## config.mk

```make
export PLATFORM = sky130hd
export DESIGN_NAME = adder_tree_frame_ctrl
export DESIGN_NICKNAME = d
export VERILOG_FILES = /design/src/rtl/adder_tree_pkg.sv /design/src/rtl/adder_tree_core.sv /design/src/rtl/adder_tree_frame_ctrl.sv
export SDC_FILE = /design/constraint.sdc
export NUM_CORES = 1
export LEC_CHECK = 0
export ABC_AREA = 1
export BUFFER_PORTS_ARGS = -buffer_cell sky130_fd_sc_hd__buf_2
export CAP_MARGIN = 5
export CORE_ASPECT_RATIO = 2
export CORE_MARGIN = 5
export CORE_UTILIZATION = 55
export CTS_CLUSTER_DIAMETER = 60
export DETAILED_ROUTE_END_ITERATION = 6
export PLACE_DENSITY = 0.72
export SETUP_SLACK_MARGIN = 0.3
export SLEW_MARGIN = 40
export SYNTH_ARGS = -nofsm -noshare
export SYNTH_HDL_FRONTEND = slang
export SYNTH_HIERARCHICAL = 1
export SYNTH_SLANG_ARGS = --single-unit
export TNS_END_PERCENT = 20
```

## constraint.sdc

```tcl
create_clock -name clk -period 4.9 [get_ports clk]
set_input_delay 0.735 -clock clk [delete_from_list [all_inputs] [get_ports clk]]
set_output_delay 0.735 -clock clk [all_outputs]
set_load 0.02 [all_outputs]
```

## src/rtl/adder_tree_pkg.sv

```systemverilog
// adder_tree_pkg
//   Shared constants, FSM state type and the result record for the adder
//   tree frame controller and its pipelined tree core.
//   Optional build macro used by the tree core: ADDER_TREE_APPROX_EN.
package adder_tree_pkg;

    localparam int LANES    = 8;
    localparam int IN_W     = 8;
    localparam int SUM_W    = 11;
    localparam int CNT_W    = 4;
    localparam int TREE_LAT = 3;

    typedef enum logic {
        COLLECT = 1'b0,
        LAUNCH  = 1'b1
    } state_e;

    // One FIFO entry: frame sum and the number of real samples in it.
    typedef struct packed {
        logic [SUM_W-1:0] sum;
        logic [CNT_W-1:0] cnt;
    } res_t;

endpackage

```

## src/rtl/adder_tree_core.sv

```systemverilog
// adder_tree_core
//   8-input, 3-stage pipelined adder tree. Each stage registers one level of
//   pairwise node sums, so the result appears 3 edges after the lanes are
//   presented. Registers use the shared asynchronous active-high reset.
//   Build macro ADDER_TREE_APPROX_EN: when defined, each node adds the upper
//   bits exactly and XORs bits [2:0] (no carry out of the low 3 bits);
//   when undefined, each node is an exact full-width add.
// Ports:
//   clk, rst  - clock, async active-high reset
//   lanes_i   - 8 x 8-bit lane inputs
//   sum_o     - 11-bit registered tree output
module adder_tree_core
    import adder_tree_pkg::*;
(
    input  logic                       clk,
    input  logic                       rst,
    input  logic [LANES-1:0][IN_W-1:0] lanes_i,
    output logic [SUM_W-1:0]           sum_o
);

    // All levels are carried at the final width; inputs are zero-extended so
    // the upper bits of every level are simply unused zeros.
    function automatic logic [SUM_W-1:0] node(input logic [SUM_W-1:0] a,
                                              input logic [SUM_W-1:0] b);
`ifdef ADDER_TREE_APPROX_EN
        node = {a[SUM_W-1:3] + b[SUM_W-1:3], a[2:0] ^ b[2:0]};
`else
        node = a + b;
`endif
    endfunction

    logic [3:0][SUM_W-1:0] s1_d, s1_q;
    logic [1:0][SUM_W-1:0] s2_d, s2_q;
    logic [SUM_W-1:0]      s3_d, s3_q;

    always_comb begin
        s1_d = '0;
        s2_d = '0;
        for (int i = 0; i < 4; i++) begin
            s1_d[i] = node(SUM_W'(lanes_i[2*i]), SUM_W'(lanes_i[2*i+1]));
        end
        for (int i = 0; i < 2; i++) begin
            s2_d[i] = node(s1_q[2*i], s1_q[2*i+1]);
        end
        s3_d = node(s2_q[0], s2_q[1]);
    end

    always_ff @(posedge clk or posedge rst) begin
        if (rst) begin
            s1_q <= '0;
            s2_q <= '0;
            s3_q <= '0;
        end else begin
            s1_q <= s1_d;
            s2_q <= s2_d;
            s3_q <= s3_d;
        end
    end

    assign sum_o = s3_q;

endmodule

```

## src/rtl/adder_tree_frame_ctrl.sv

```systemverilog
// adder_tree_frame_ctrl
//   Collects a serial 8-bit sample stream into 8-lane frames (short frames
//   closed by in_last are zero-padded), launches each frame into the 3-stage
//   adder tree, tracks in-flight frames with a valid shift register and
//   buffers results in a FIFO with a valid/ready output. Launch is
//   credit-gated so a tree result always finds room in the FIFO.
//   Build macro ADDER_TREE_APPROX_EN selects the approximate tree nodes;
//   the controller behaves identically in both builds.
// Ports:
//   clk, rst            - clock, async active-high reset
//   in_data/valid/last  - sample stream; in_last closes the frame early
//   in_ready            - high while collecting
//   out_sum/out_cnt     - FIFO head: frame sum and real sample count (1..8)
//   out_valid/out_ready - result handshake
module adder_tree_frame_ctrl
    import adder_tree_pkg::*;
#(
    parameter int FIFO_DEPTH = 4
) (
    input  logic             clk,
    input  logic             rst,
    input  logic [IN_W-1:0]  in_data,
    input  logic             in_valid,
    input  logic             in_last,
    output logic             in_ready,
    output logic [SUM_W-1:0] out_sum,
    output logic [CNT_W-1:0] out_cnt,
    output logic             out_valid,
    input  logic             out_ready
);

    localparam int PTR_W = $clog2(FIFO_DEPTH);
    localparam int OCC_W = PTR_W + 1;

    state_e                       state_d, state_q;
    logic [2:0]                   idx_d, idx_q;
    logic [CNT_W-1:0]             fcnt_d, fcnt_q;
    logic [LANES-1:0][IN_W-1:0]   lanes_d, lanes_q;
    logic [TREE_LAT-1:0]          v_d, v_q;
    logic [TREE_LAT-1:0][CNT_W-1:0] cp_d, cp_q;
    res_t [FIFO_DEPTH-1:0]        mem_d, mem_q;
    logic [PTR_W-1:0]             wr_ptr_d, wr_ptr_q, rd_ptr_d, rd_ptr_q;
    logic [OCC_W-1:0]             occ_d, occ_q;

    logic             accept, launch, credit_ok, push, pop;
    logic [SUM_W-1:0] tree_y;
    int               inflight;

    adder_tree_core u_tree (
        .clk     (clk),
        .rst     (rst),
        .lanes_i (lanes_q),
        .sum_o   (tree_y)
    );

    assign in_ready  = (state_q == COLLECT);
    assign accept    = in_valid & in_ready;
    assign out_valid = (occ_q != '0);
    assign pop       = out_valid & out_ready;
    assign push      = v_q[TREE_LAT-1];
    assign out_sum   = mem_q[rd_ptr_q].sum;
    assign out_cnt   = mem_q[rd_ptr_q].cnt;

    // Same-cycle pops are deliberately ignored: credit only frees up after
    // the pop has actually reduced occupancy.
    always_comb begin
        inflight = 0;
        for (int i = 0; i < TREE_LAT; i++) begin
            inflight = inflight + int'(v_q[i]);
        end
        credit_ok = (int'(occ_q) + inflight) < FIFO_DEPTH;
    end

    // Frame collection FSM
    always_comb begin
        state_d = state_q;
        idx_d   = idx_q;
        fcnt_d  = fcnt_q;
        lanes_d = lanes_q;
        launch  = 1'b0;
        case (state_q)
            COLLECT: begin
                if (accept) begin
                    lanes_d[idx_q] = in_data;
                    fcnt_d         = {1'b0, idx_q} + CNT_W'(1);
                    if (idx_q == 3'd7 || in_last) begin
                        state_d = LAUNCH;
                    end else begin
                        idx_d = idx_q + 3'd1;
                    end
                end
            end
            LAUNCH: begin
                // Lanes stay on the tree inputs until a credit is available.
                if (credit_ok) begin
                    launch  = 1'b1;
                    lanes_d = '0;
                    idx_d   = '0;
                    state_d = COLLECT;
                end
            end
            default: state_d = COLLECT;
        endcase
    end

    // In-flight tracking and result FIFO
    always_comb begin
        v_d      = {v_q[TREE_LAT-2:0], launch};
        cp_d     = {cp_q[TREE_LAT-2:0], fcnt_q};
        mem_d    = mem_q;
        wr_ptr_d = wr_ptr_q;
        rd_ptr_d = rd_ptr_q;
        occ_d    = occ_q;
        if (push) begin
            mem_d[wr_ptr_q] = '{sum: tree_y, cnt: cp_q[TREE_LAT-1]};
            wr_ptr_d        = wr_ptr_q + PTR_W'(1);
        end
        if (pop) begin
            rd_ptr_d = rd_ptr_q + PTR_W'(1);
        end
        case ({push, pop})
            2'b10:   occ_d = occ_q + OCC_W'(1);
            2'b01:   occ_d = occ_q - OCC_W'(1);
            default: occ_d = occ_q;
        endcase
    end

    always_ff @(posedge clk or posedge rst) begin
        if (rst) begin
            state_q  <= COLLECT;
            idx_q    <= '0;
            fcnt_q   <= '0;
            lanes_q  <= '0;
            v_q      <= '0;
            cp_q     <= '0;
            mem_q    <= '0;
            wr_ptr_q <= '0;
            rd_ptr_q <= '0;
            occ_q    <= '0;
        end else begin
            state_q  <= state_d;
            idx_q    <= idx_d;
            fcnt_q   <= fcnt_d;
            lanes_q  <= lanes_d;
            v_q      <= v_d;
            cp_q     <= cp_d;
            mem_q    <= mem_d;
            wr_ptr_q <= wr_ptr_d;
            rd_ptr_q <= rd_ptr_d;
            occ_q    <= occ_d;
        end
    end

endmodule
```

# Yosys cells after proc, flatten, opt, wreduce, memory -nomap -nowiden
# Index checks and enable logic that the tools add are counted.
# totals
reg_bits	231
out_inout_bits	17
inputBits	13
# op_classes
order_cmp	6
reduce_logical	8
eq_ne	6
bitwise	3
n_addsub	16
n_mux	22
# op_table
cell	n
$mux 64	2
$pmux 64 s2	1
$bwmux 64	1
$bwmux 60	1
$add 8x8->9	4
$add 11x11->11	3
$bmux 15 s2	1
$demux 15 s2	1
$mux 15	2
$demux 8 s3	1
$pmux 3 s2	2
$mux 3	3
$mux 8	1
$add 3x1->3 const B	2
$lt 2x3->1 const B	2
$mux 1	5
$add 2x1->2 const B	2
$add 3x1->4 const B	1
$add 3x3->4	1
$lt 3x4->1 const B	1
$lt 4x3->1 const B	1
$ne 2x1->1 const B	2
$reduce_and 2->1	2
$add 2x1->3	1
16 further kinds	18

# Logic depth before layout (Yosys ltp)
# depth
ltp_word	7
mapped_depth	11
depth_no_buf	10

# Modules after synthesis
# The synthesis kept the hierarchy.
# modules_own_cells
mod	seq_area_each_um2	cells_per_inst	area_each_um2	instances
adder_tree_frame_ctrl	3853.7	715	6492.5	1
adder_tree_core	1676.6	510	4310.4	1

# Worst setup path after synthesis
# Ideal clock, no wire load.
# synth_path
kind	input to register
from	in out_ready
to	reg occ_q[2]
cell_stages	9
path_slack_ns	2.914
arrival_ns	1.906
path_cell_list	and2_1 clkbuf_1 ha_1 inv_1 fa_1 nor2_1 nor2_1 nand2_1 xor2_1
# synth_between
elab_chain_cells	3
# synth_rtl
element	line_no	text
from (decl)	adder_tree_frame_ctrl.sv:29	input logic out_ready
$and 1x1->1 *	adder_tree_frame_ctrl.sv:59	assign pop = out_valid & out_ready;
$eq 2x1->1 or $eq 2x2->1 (tied branches)	adder_tree_frame_ctrl.sv:121	case ({push, pop})
$pmux 3 s2 or $reduce_bool 2->1 (tied branches)	--	
to (signal assigned)	adder_tree_frame_ctrl.sv:139	occ_q <= '0;
to (signal assigned)	adder_tree_frame_ctrl.sv:150	occ_q <= occ_d;
to (decl)	adder_tree_frame_ctrl.sv:43	logic [OCC_W-1:0] occ_d, occ_q;
# Mark *: on every way between the ends. The rest lies on a longest branch, timed or not.
# A chain may end at the register's enable or synchronous reset.

# Worst setup path in the final report
# layout_path
from	reg rd_ptr_q[1]
to	out out_sum[6]
# layout_between
elab_chain_cells	2
# layout_rtl
element	line_no	text
from (decl)	adder_tree_frame_ctrl.sv:42	logic [PTR_W-1:0] wr_ptr_d, wr_ptr_q, rd_ptr_d, rd_ptr_q;
from (signal assigned)	adder_tree_frame_ctrl.sv:149	rd_ptr_q <= rd_ptr_d;
$bmux 15 s2	adder_tree_frame_ctrl.sv:61	assign out_sum = mem_q[rd_ptr_q].sum;
$mux 15	--	
to (decl)	adder_tree_frame_ctrl.sv:26	output logic [SUM_W-1:0] out_sum,
# Every way passes these cells. The select of a mux whose other input is x is not followed.

==> results.yml <==
worst_setup_path:
  critical-path-slowest-cell: "sky130_fd_sc_hd__dfrtp_1"
  crit_path_start_kind: "flop"
  cp_max_fo: 17
  worstPathArrival_ns: 2.08
  path_buf_inv: 2
  worstPathRequired_ns: 4.16
  worst_setup_path_end_kind: "output pin"
  worst_path_largest_cell_delay_ns: 0.57
  critical_path.cell_chain: "inv_1 > o21ai_0 > o22ai_1 > buf_2"
  crit_family: "buffers and inverters"
  criticalPathCategory: "flop to output pin"
placement:
  placed_area_sq_um: 11200
  globalplace.congestion: 0.925
  buffer_ports.inserted: 29
  place.detailed.hpwl_mm: 17.4
  dp_slack_ns: 2.47
run_status:
  outcome: "finished clean"
synth:
  avgSynthCellArea_sq_um: 8.82
  syn_nets: 1315
  postSynthRegisterBits: 221
  synthCells: 1225
  yosysSeqAreaShare_pct: 51.2
  synth_top_cells_by_area: "sky130_fd_sc_hd__dfrtp_1 (51%), sky130_fd_sc_hd__nand2_1 (13%), sky130_fd_sc_hd__ha_1 (7.9%), sky130_fd_sc_hd__nand3_1 (5.6%), sky130_fd_sc_hd__o21ai_0 (4.5%)"
  synth_area_leader_cell: "sky130_fd_sc_hd__dfrtp_1"
  post_synth_num_cell_types: 38
  synth.top_cell.area_share_pct: 51.2
  yosys_warnings: 6
  synth_area_sq_um: 10800
power:
  static-leakage-power_nw: 6.56
  switching_share_pct: 40.8
  internal_cell_power_mw: 4.22
  vdd_drop_max_mv: 0.318
  power.switching_mw: 2.90
  power.density_nw_per_um2: 605
  power.share.clock_pct: 20.4
  relative_contribution_of_combinational_cells_to_total_power_pct: 38.8
  seqPwrFrac_pct: 40.8
  fin_total_pwr_mw: 7.12
detailed_routing:
  routed-wl-met3_um: 633
  post_drt_wl_per_cell_um: 15.3
  drt-pass1-iter-count: 7
  post-route-drc-count: 0
  top_layer: "met4"
  totalWireLength_mm: 23.2
  routed_vias: 8033
  route.met2.wl_mm: 13.0
  detail_route.vias_per_cell: 5.29
  drtAntennaViolNets: 0
  detail_route.wirelength.met1_mm: 8.23
  detail_route.iter0.violations: 402
global_routing:
  globalRoute.totalOverflow: 0
  first_global_vias: 8177
  wire_length_of_the_first_global_routing_pass_mm: 38.6
  grt_max_degree: 81
  track_usage_pct: 21.4
  antenna_found_initial: 0
die:
  die_h_um: 208
  ios: 30
  core_area_sq_um: 19400
  fp-row-count: 72
  die_w_um: 109
  initial_core_utilization_pct: 55.8
  die_area_sq_um: 22700
sta:
  max_freq_ghz: 0.356
  timing.slew.headroom_pct: 44.6
  hold-worst-slack_ns: 0.302
  finalSetupTns_ns: 0
  max_slew.worst_pin.slew_ns: 0.828
  clock-skew-final_ns: 0.0280
  layout_setup_ws_ns: 2.09
  timing.final.max_slew_violations: 0
  period_minus_slack_ns: 2.81
  grt_setup_unrepaired: "false"
  setup_viol_count_final: 0
  hold_viol: 0
  finalCritPeriodShare_pct: 57.4
clock_tree:
  clock_path_buffers: 3
  clock_insertion_delay_worst_skew_ns: 0.51
  cts_num_sinks: 221
  ctsHtreeMaxLevel: 1
  cts_tree: "done"
  cts-buffers-inserted: 20
  cts_hold_repair.buffers: 0
  post_cts_setup_inserts: 0
  cts.root.buffer_cell: "sky130_fd_sc_hd__clkbuf_16"
  cts.reportedPaths.clkPinSlew_ns: 0.06
  post_cts_resize_count: 0
cells_and_area:
  drive_gt1_share_pct: 7.78
  final_net_count: 1338
  layout_commonest_cell: "sky130_fd_sc_hd__nand2_1"
  number_of_antenna_diodes: 0
  syn_to_final_growth_pct: 8.99
  design_area_sq_um: 11800
  filler_cell_count: 1698
  mostFrequentLayoutCells: "sky130_fd_sc_hd__nand2_1 (375), sky130_fd_sc_hd__dfrtp_1 (221), sky130_fd_sc_hd__nand3_1 (121), sky130_fd_sc_hd__inv_1 (111), sky130_fd_sc_hd__o21ai_0 (98)"
run:
  max_cap_viol_count: 0
worst_hold_path:
  timing.hold.worst.class: "primary input to async pin"
[logic make-up after synthesis]
family | after synthesis | share of synthesized area (%)
AND/OR/NAND/NOR | 590 | 23.4
flip-flops | 221 | 51.2
AO/OA/AOI/OAI | 163 | 8.17
buffers and inverters | 148 | 5.62
adder cells (fa/ha/maj) | 77 | 9.54
XOR/XNOR | 26 | 2.11
[Yosys cell counts (all sizes together)]
library cell / number
fa: 9
xnor2: 3
nand4: 7
or2: 3
dfrtp: 221
ha: 68
o22ai: 16
a21oi: 34
nor3: 3
nand2: 388
nand3: 126
o21ai: 101
xor2: 23
nor2: 62
o21a: 4
clkbuf: 20
and2: 1
buf: 12
a31oi: 2
a21o: 3
o21bai: 3
inv: 116
[per-layer routing]
layer	vias to the layer above	global-route usage [%]
met5	-	0
li1	4017	-
met4	0	11.5
met2	150	41.3
met1	3790	21.7
met3	76	2.05
[cell type report]
cell class                 count  area [sq um]  area share (%)
multi-input combinational    856          4680            39.8
inverter                     116           444            3.77
tap                          259           324            2.75
clock inverter                 5          36.3           0.308
timing repair buffer          33           188            1.59
sequential                   221          5530            47.0
clock buffer                  28           571            4.85
[stage by stage]
stage	utilization (%)	instances
floorplan	-	1225
CTS	60.7	1518
global placement	57.6	1485
finish	60.8	1518
global route	60.8	1518
detailed placement	57.6	1485
[power by group through the flow]
stage | Sequential [mW] | Combinational, mW | Clock, mW
5_1_grt | 2.98 | 3.16 | 1.55
2_1_floorplan | 2.74 | 2.21 | 0
3_3_place_gp | 2.91 | 2.68 | 0
3_5_place_dp | 2.94 | 2.76 | 0
4_1_cts | 2.91 | 2.78 | 1.48
6_report | 2.91 | 2.76 | 1.45
[flip-flops by register name (all words and copies together) (netlist names)]
register	flops
cp_q	4
u_tree/s1_q	36
lanes_q	64
state_q	1
idx_q	3
fcnt_q	4
rd_ptr_q	2
mem_q	60
u_tree/sum_o	11
wr_ptr_q	2
u_tree/s2_q	20
cp_d	8
occ_q	3
v_q	3
[final timing paths]
kind,depth (start not counted),slack (ns),startpoint,to
min in group clk,0,0.35,cp_d[6]$_DFF_PP0_,cp_d[10]$_DFF_PP0_
hold / removal,2,0.30,rst,u_tree/s2_q[0]$_DFF_PP0_
setup / recovery,4,2.09,rd_ptr_q[1]$_DFFE_PP0N_,out_sum[6]
setup reg to reg,8,2.47,v_q[0]$_DFF_PP0_,lanes_q[29]$_DFFE_PP0P_
max in group asynchronous,3,3.58,rst,cp_d[5]$_DFF_PP0_
hold reg to reg,0,0.35,cp_d[6]$_DFF_PP0_,cp_d[10]$_DFF_PP0_
[worst reg2reg max path, stage by stage, from the launching register on]
cell and delay [ns]:
sky130_fd_sc_hd__dfrtp_1 0.40, sky130_fd_sc_hd__fa_1 0.44, sky130_fd_sc_hd__ha_1 0.33, sky130_fd_sc_hd__nand3_4 0.10, sky130_fd_sc_hd__nand3_4 0.18, sky130_fd_sc_hd__nand2_8 0.38, sky130_fd_sc_hd__nand2_1 0.29, sky130_fd_sc_hd__nand2_1 0.13
sky130_fd_sc_hd__nand2_1 0.07
Note: power is estimated with default switching activity, not from simulation.
